==> src/rtl/symbol_feeder.sv <==
// symbol_feeder
// Upstream stage of the 2-bit symbol sequence detector. Packs a serial bit
// stream into 2-bit symbols (MSB first), buffers them in a small FIFO and
// issues at most one symbol per cycle on num. Symbol 0 is the detector's
// idle code, so it is never buffered and num = 0 whenever nothing is sent.
//
// Parameters:
//   DEPTH       FIFO entries (power of 2, >= 2)
//   AW          FIFO address width, log2(DEPTH)
// Ports:
//   clk         rising-edge clock
//   rst_n       asynchronous active-low reset
//   bit_in      serial data bit
//   bit_vld     bit_in is valid this cycle
//   frame_start realign pairing; a valid bit in the same cycle is an MSB
//   hold        downstream stall; no symbol issued while high
//   num         registered symbol to the detector (0 = idle)
//   sym_vld     registered; num carries a FIFO symbol
//   full        FIFO holds DEPTH entries
//   level       FIFO occupancy, 0..DEPTH
//   drop        one-cycle registered pulse when a symbol is lost to a full FIFO
//   drop_cnt    saturating drop counter (only with SYMBOL_FEEDER_STATS_EN)
//
// Optional feature macro: SYMBOL_FEEDER_STATS_EN adds the drop_cnt port.
module symbol_feeder #(
    parameter int DEPTH = 4,
    parameter int AW    = 2
) (
    input  logic          clk,
    input  logic          rst_n,
    input  logic          bit_in,
    input  logic          bit_vld,
    input  logic          frame_start,
    input  logic          hold,
    output logic [1:0]    num,
    output logic          sym_vld,
    output logic          full,
    output logic [AW:0]   level,
    output logic          drop
`ifdef SYMBOL_FEEDER_STATS_EN
    ,
    output logic [7:0]    drop_cnt
`endif
);

    localparam logic [AW:0] L_DEPTH = (AW + 1)'(DEPTH);

    typedef enum logic {
        P0 = 1'b0,  // expecting MSB
        P1 = 1'b1   // expecting LSB
    } phase_t;

    phase_t         r_phase;
    phase_t         w_phase_next;
    logic           r_msb;
    logic           w_msb_next;
    logic           w_push_req;
    logic [1:0]     w_sym;

    logic [1:0]     r_mem [DEPTH];
    logic [AW-1:0]  r_wr_ptr;
    logic [AW-1:0]  r_rd_ptr;
    logic [AW:0]    r_level;
    logic [1:0]     r_num;
    logic           r_sym_vld;
    logic           r_drop;

    logic           w_full;
    logic           w_pop;
    logic           w_wr;
    logic           w_drop;

    // ---------------- pairing FSM ----------------
    always_ff @(posedge clk or negedge rst_n) begin
        if (!rst_n) begin
            r_phase <= P0;
            r_msb   <= 1'b0;
        end else begin
            r_phase <= w_phase_next;
            r_msb   <= w_msb_next;
        end
    end

    always_comb begin
        w_phase_next = r_phase;
        w_msb_next   = r_msb;
        w_push_req   = 1'b0;
        w_sym        = {r_msb, bit_in};
        if (frame_start) begin
            // Realign: any half-assembled symbol is abandoned without a drop.
            if (bit_vld) begin
                w_msb_next   = bit_in;
                w_phase_next = P1;
            end else begin
                w_phase_next = P0;
            end
        end else if (bit_vld) begin
            case (r_phase)
                P0: begin
                    w_msb_next   = bit_in;
                    w_phase_next = P1;
                end
                P1: begin
                    // The idle code carries no information; discard it.
                    w_push_req   = (w_sym != 2'b00);
                    w_phase_next = P0;
                end
                default: w_phase_next = P0;
            endcase
        end
    end

    // ---------------- FIFO control ----------------
    assign w_full = (r_level == L_DEPTH);
    assign w_pop  = !hold && (r_level != '0);
    // A pop in the same cycle frees the head slot, so a full FIFO can still accept.
    assign w_wr   = w_push_req && (!w_full || w_pop);
    assign w_drop = w_push_req && w_full && !w_pop;

    always_ff @(posedge clk) begin
        if (w_wr) begin
            r_mem[r_wr_ptr] <= w_sym;
        end
    end

    always_ff @(posedge clk or negedge rst_n) begin
        if (!rst_n) begin
            r_wr_ptr  <= '0;
            r_rd_ptr  <= '0;
            r_level   <= '0;
            r_num     <= 2'b00;
            r_sym_vld <= 1'b0;
            r_drop    <= 1'b0;
        end else begin
            r_drop <= w_drop;
            if (w_wr) begin
                r_wr_ptr <= r_wr_ptr + AW'(1);
            end
            if (w_pop) begin
                r_rd_ptr  <= r_rd_ptr + AW'(1);
                r_num     <= r_mem[r_rd_ptr];
                r_sym_vld <= 1'b1;
            end else begin
                r_num     <= 2'b00;
                r_sym_vld <= 1'b0;
            end
            case ({w_wr, w_pop})
                2'b10:   r_level <= r_level + (AW + 1)'(1);
                2'b01:   r_level <= r_level - (AW + 1)'(1);
                default: r_level <= r_level;
            endcase
        end
    end

`ifdef SYMBOL_FEEDER_STATS_EN
    logic [7:0] r_drop_cnt;

    always_ff @(posedge clk or negedge rst_n) begin
        if (!rst_n) begin
            r_drop_cnt <= 8'd0;
        end else if (w_drop && (r_drop_cnt != 8'hFF)) begin
            r_drop_cnt <= r_drop_cnt + 8'd1;
        end
    end

    assign drop_cnt = r_drop_cnt;
`endif

    assign num     = r_num;
    assign sym_vld = r_sym_vld;
    assign level   = r_level;
    assign full    = w_full;
    assign drop    = r_drop;

endmodule

==> config.mk <==
export PLATFORM = sky130hd
export DESIGN_NAME = symbol_feeder
export DESIGN_NICKNAME = d
export VERILOG_FILES = /design/src/rtl/symbol_feeder.sv
export SDC_FILE = /design/constraint.sdc
export NUM_CORES = 1
export LEC_CHECK = 0
export CORE_ASPECT_RATIO = 1.2
export CORE_MARGIN = 2
export CORE_UTILIZATION = 45
export CTS_CLUSTER_DIAMETER = 200
export DETAILED_ROUTE_END_ITERATION = 12
export PLACE_DENSITY_LB_ADDON = 0.08
export SKIP_LAST_GASP = 1
export SYNTH_ARGS = -nofsm -noshare
export SYNTH_HDL_FRONTEND = slang
export SYNTH_SLANG_ARGS = --single-unit
==> constraint.sdc <==
create_clock -name clk -period 1.82 [get_ports clk]
set_input_delay 0.455 -clock clk [delete_from_list [all_inputs] [get_ports clk]]
set_output_delay 0.455 -clock clk [all_outputs]
set_load 0.005 [all_outputs]
==> key figures <==
Status
  • Run status: finished clean

Timing
  • Final setup viols: 0
  • Final Cycle Share: 0.9851
  • Slew @ Worst Pin: 262.1 ps
  • Slew headroom: 0.8249
  • Fmax: 557.8 MHz
  • Worst clock skew: 2.761 ps
  • Hold Violations, Final: 0
  • Post-layout min period: 1793 ps
  • Setup TNS: 0 ps
  • Fin. max-slew vios: 0

Logic synthesis
  • Mapped cell area: 955.9 sq um
  • Top cells by count, synth: dfrtp_1, edfxtp_1, and2_1, xnor2_1
  • #FFs+latches synth: 21
  • Post-synth top area cell: dfrtp_1
  • Synth top area share: 0.3403
  • Sequential area share after synthesis: 0.5916
  • Most common cell in the netlist: dfrtp_1
  • Mapped Cells: 64
  • Ys async rst share: 0.6190
  • Post-Syn Nets: 75
  • Ranking of synthesized cells by area: dfrtp_1, edfxtp_1, xnor2_1
  • Synth warn: 0
  • Post-synth EDFFs: 8
  • Synth Flop Type: dfrtp_1
  • Post-synthesis cell type count: 26
  • Syn_area_per_cell: 14.94 sq um

Routing
  • Vias per cell: 4.850
  • Average wire per standard cell: 13.82 microns
  • Max Used Layer: met4
  • Routed met3 length: 47 microns
  • Drt drc: 0
  • Met1 wire length: 695 microns
  • Pre-antenna DRT Iters: 4
  • Met2 wire length: 902 microns
  • Drt initial violations: 5
  • Post-Route WL: 1.658 mm
  • Antenna Nets Post-Route: 0
  • Total number of vias: 582

CTS
  • CTS buffer count: 3
  • H-tree depth: 1
  • Root buf cell: clkbuf_4
  • Clk slew on worst S/H paths: 110 ps
  • Clock Latency Late Sink: 290 ps
  • Maximum clock insertion buffer count: 2
  • Clk sinks: 21
  • Hold_buf cts: 0
  • CTS tree: yes

Finish
  • Layout area overhead: 36.00%
  • Share of cells above drive strength 1: 0.3800
  • # fillers: 157
  • Final instance area: 0.001300 sq mm
  • ANT cells: 0
  • Final #Nets: 112

Setup path
  • Crit end category: flop
  • FF-to-FF path depth: 6
  • Arrival time worst endpoint: 1980 ps
  • Worst endpoint required time: 2010 ps
  • Setup slack, reg-to-reg: 50 ps
  • Crit Path Class: input port to flop
  • Crit-path max FO: 3
  • Startpoint Class: input port

Floorplan
  • Die footprint: 0.002511 sq mm
  • Die Span X: 46.08 microns
  • Placeable Area: 0.002027 sq mm
  • I/O Pins: 14
  • Die Y: 54.49 microns
  • Starting Density: 0.4716
  • FP Rows: 18

Power and ir drop
  • Power Total: 1.700 mW
  • Clock power share: 0.126
  • Sw Pwr: 0.5259 mW
  • Part of the power in combinational logic: 0.431
  • Net Sw Frac: 0.3094
  • Pwr/cell area: 1307 mW/mm^2
  • Leak: 0.5687 nW
  • Max rail drop VDD: 0.0006427 V
  • Sequential share of power: 0.443
  • Int Power: 1.174 mW

GRT
  • Vias in the first global route: 543
  • Global Route Usage Sum: 0.1465
  • First-pass GRT wire length: 2.532 mm
  • Initial antenna violation count: 0
  • Largest net degree at the start of global routing: 14
  • Remaining global-route overflow: 0

Placed design
  • HPWL Detailed: 1.172 mm
  • Global placer's final weighted congestion: 0.6975
  • Post-DP Area: 0.001221 sq mm
  • IO buf count: 13

Job
  • Max_cap viols: 0

Worst hold path
  • Hold Crit Class: input port to async pin
[worst max-delay path, stage by stage]
cell and delay, ps:
clkdlybuf4s50_1 480, a211oi_2 310, fa_1 470, mux2_4 270
[area by class of cell]
cell class	instances	area [sq um]	share of cell area
clock buffers	4	26.28	0.02021
inverters	5	18.77	0.01444
multi-input cells	38	390.4	0.3003
flip-flops and latches	21	569.3	0.4379
well taps	20	25.02	0.01925
repair buffers	32	270.3	0.2079
[registers in the layout (all words and copies together) (netlist names), 2 cells and up]
name and count:
r_mem 8, num 2, level 3, r_wr_ptr 2, r_rd_ptr 2
[worst paths after layout]
kind,from,endpoint
min in group clk,r_rd_ptr[1]$_DFFE_PN0P_,r_rd_ptr[1]$_DFFE_PN0P_
worst max register to register,level[2]$_DFFE_PN0P_,level[1]$_DFFE_PN0P_
worst max-delay path,hold,level[1]$_DFFE_PN0P_
max in group asynchronous,rst_n,level[2]$_DFFE_PN0P_
worst min-delay path,rst_n,num[0]$_DFF_PN0_
worst min register to register,r_rd_ptr[1]$_DFFE_PN0P_,r_rd_ptr[1]$_DFFE_PN0P_
[power by group through the flow]
stage	clock (mW)	combinational (mW)	sequential, mW
floorplan	0	0.343	0.741
global placement	0	0.643	0.737
detailed placement	0	0.665	0.746
CTS	0.227	0.681	0.743
global route	0.252	0.814	0.772
finish	0.215	0.733	0.752
[cell families (layout without fill, tap and decap cells)]
kind of cell,after synthesis,count (layout),synth area share
fa+ha+maj,5,5,0.07330
simple gates,17,17,0.1191
flops,21,21,0.5916
compound gates,6,6,0.06676
mux,4,4,0.07460
buf+inv,5,41,0.01963
xor+xnor,6,6,0.05497
[stage by stage]
step | setup slack, ps | std cells | utilization | hold WS (ps)
after floorplan | 29.43 | 64 | - | 159.4
after global placement | -381.1 | 111 | 0.6025 | 507.9
after detailed placement | -431.4 | 111 | 0.6025 | 525.7
after CTS | -31.98 | 116 | 0.6198 | 453.3
after global routing | -17.06 | 120 | 0.6414 | 456.0
final | 27.13 | 120 | 0.6414 | 457.1
[cells in the final DEF, fill, tap and decap left out]
| cell | instances |
|---|---|
| ha_1 | 4 |
| or2_1 | 1 |
| edfxtp_1 | 8 |
| or2_2 | 1 |
| clkbuf_1 | 1 |
| a211oi_2 | 1 |
| nand2b_1 | 1 |
| mux2_4 | 1 |
| dlygate4sd2_1 | 4 |
| clkbuf_4 | 3 |
| a22oi_1 | 1 |
| and2_1 | 5 |
| and2_4 | 1 |
| a21oi_2 | 1 |
| nor3b_4 | 1 |
| nor3_4 | 1 |
| a2111oi_4 | 1 |
| and4_2 | 1 |
| fa_1 | 1 |
| dfrtp_2 | 3 |
| inv_2 | 1 |
| and3b_1 | 1 |
| inv_1 | 4 |
| xnor2_1 | 6 |
| nand2_1 | 3 |
| o21ai_0 | 1 |
| mux4_2 | 2 |
| mux2_2 | 1 |
| nor2_1 | 1 |
| clkdlybuf4s50_1 | 8 |
| o21a_1 | 1 |
| dfrtp_1 | 10 |
| buf_4 | 19 |
| dlymetal6s2s_1 | 1 |
[layer usage]
| metal | vias to the layer above | global-route usage |
|---|---|---|
| li1 | 291 | - |
| met1 | 280 | 0.1975 |
| met2 | 9 | 0.2292 |
| met3 | 2 | 0.02970 |
| met4 | 0 | 0.05714 |
| met5 | - | 0 |
[timing repair]
item | CTS | global route
endpoints found under the hold margin | 0 | 0
setup buffers | 1 | 4
resized for setup | 6 | 5
setup endpoints to repair | 3 | 10
pin swaps | 4 | 2
(Power assumes the default switching activity.)
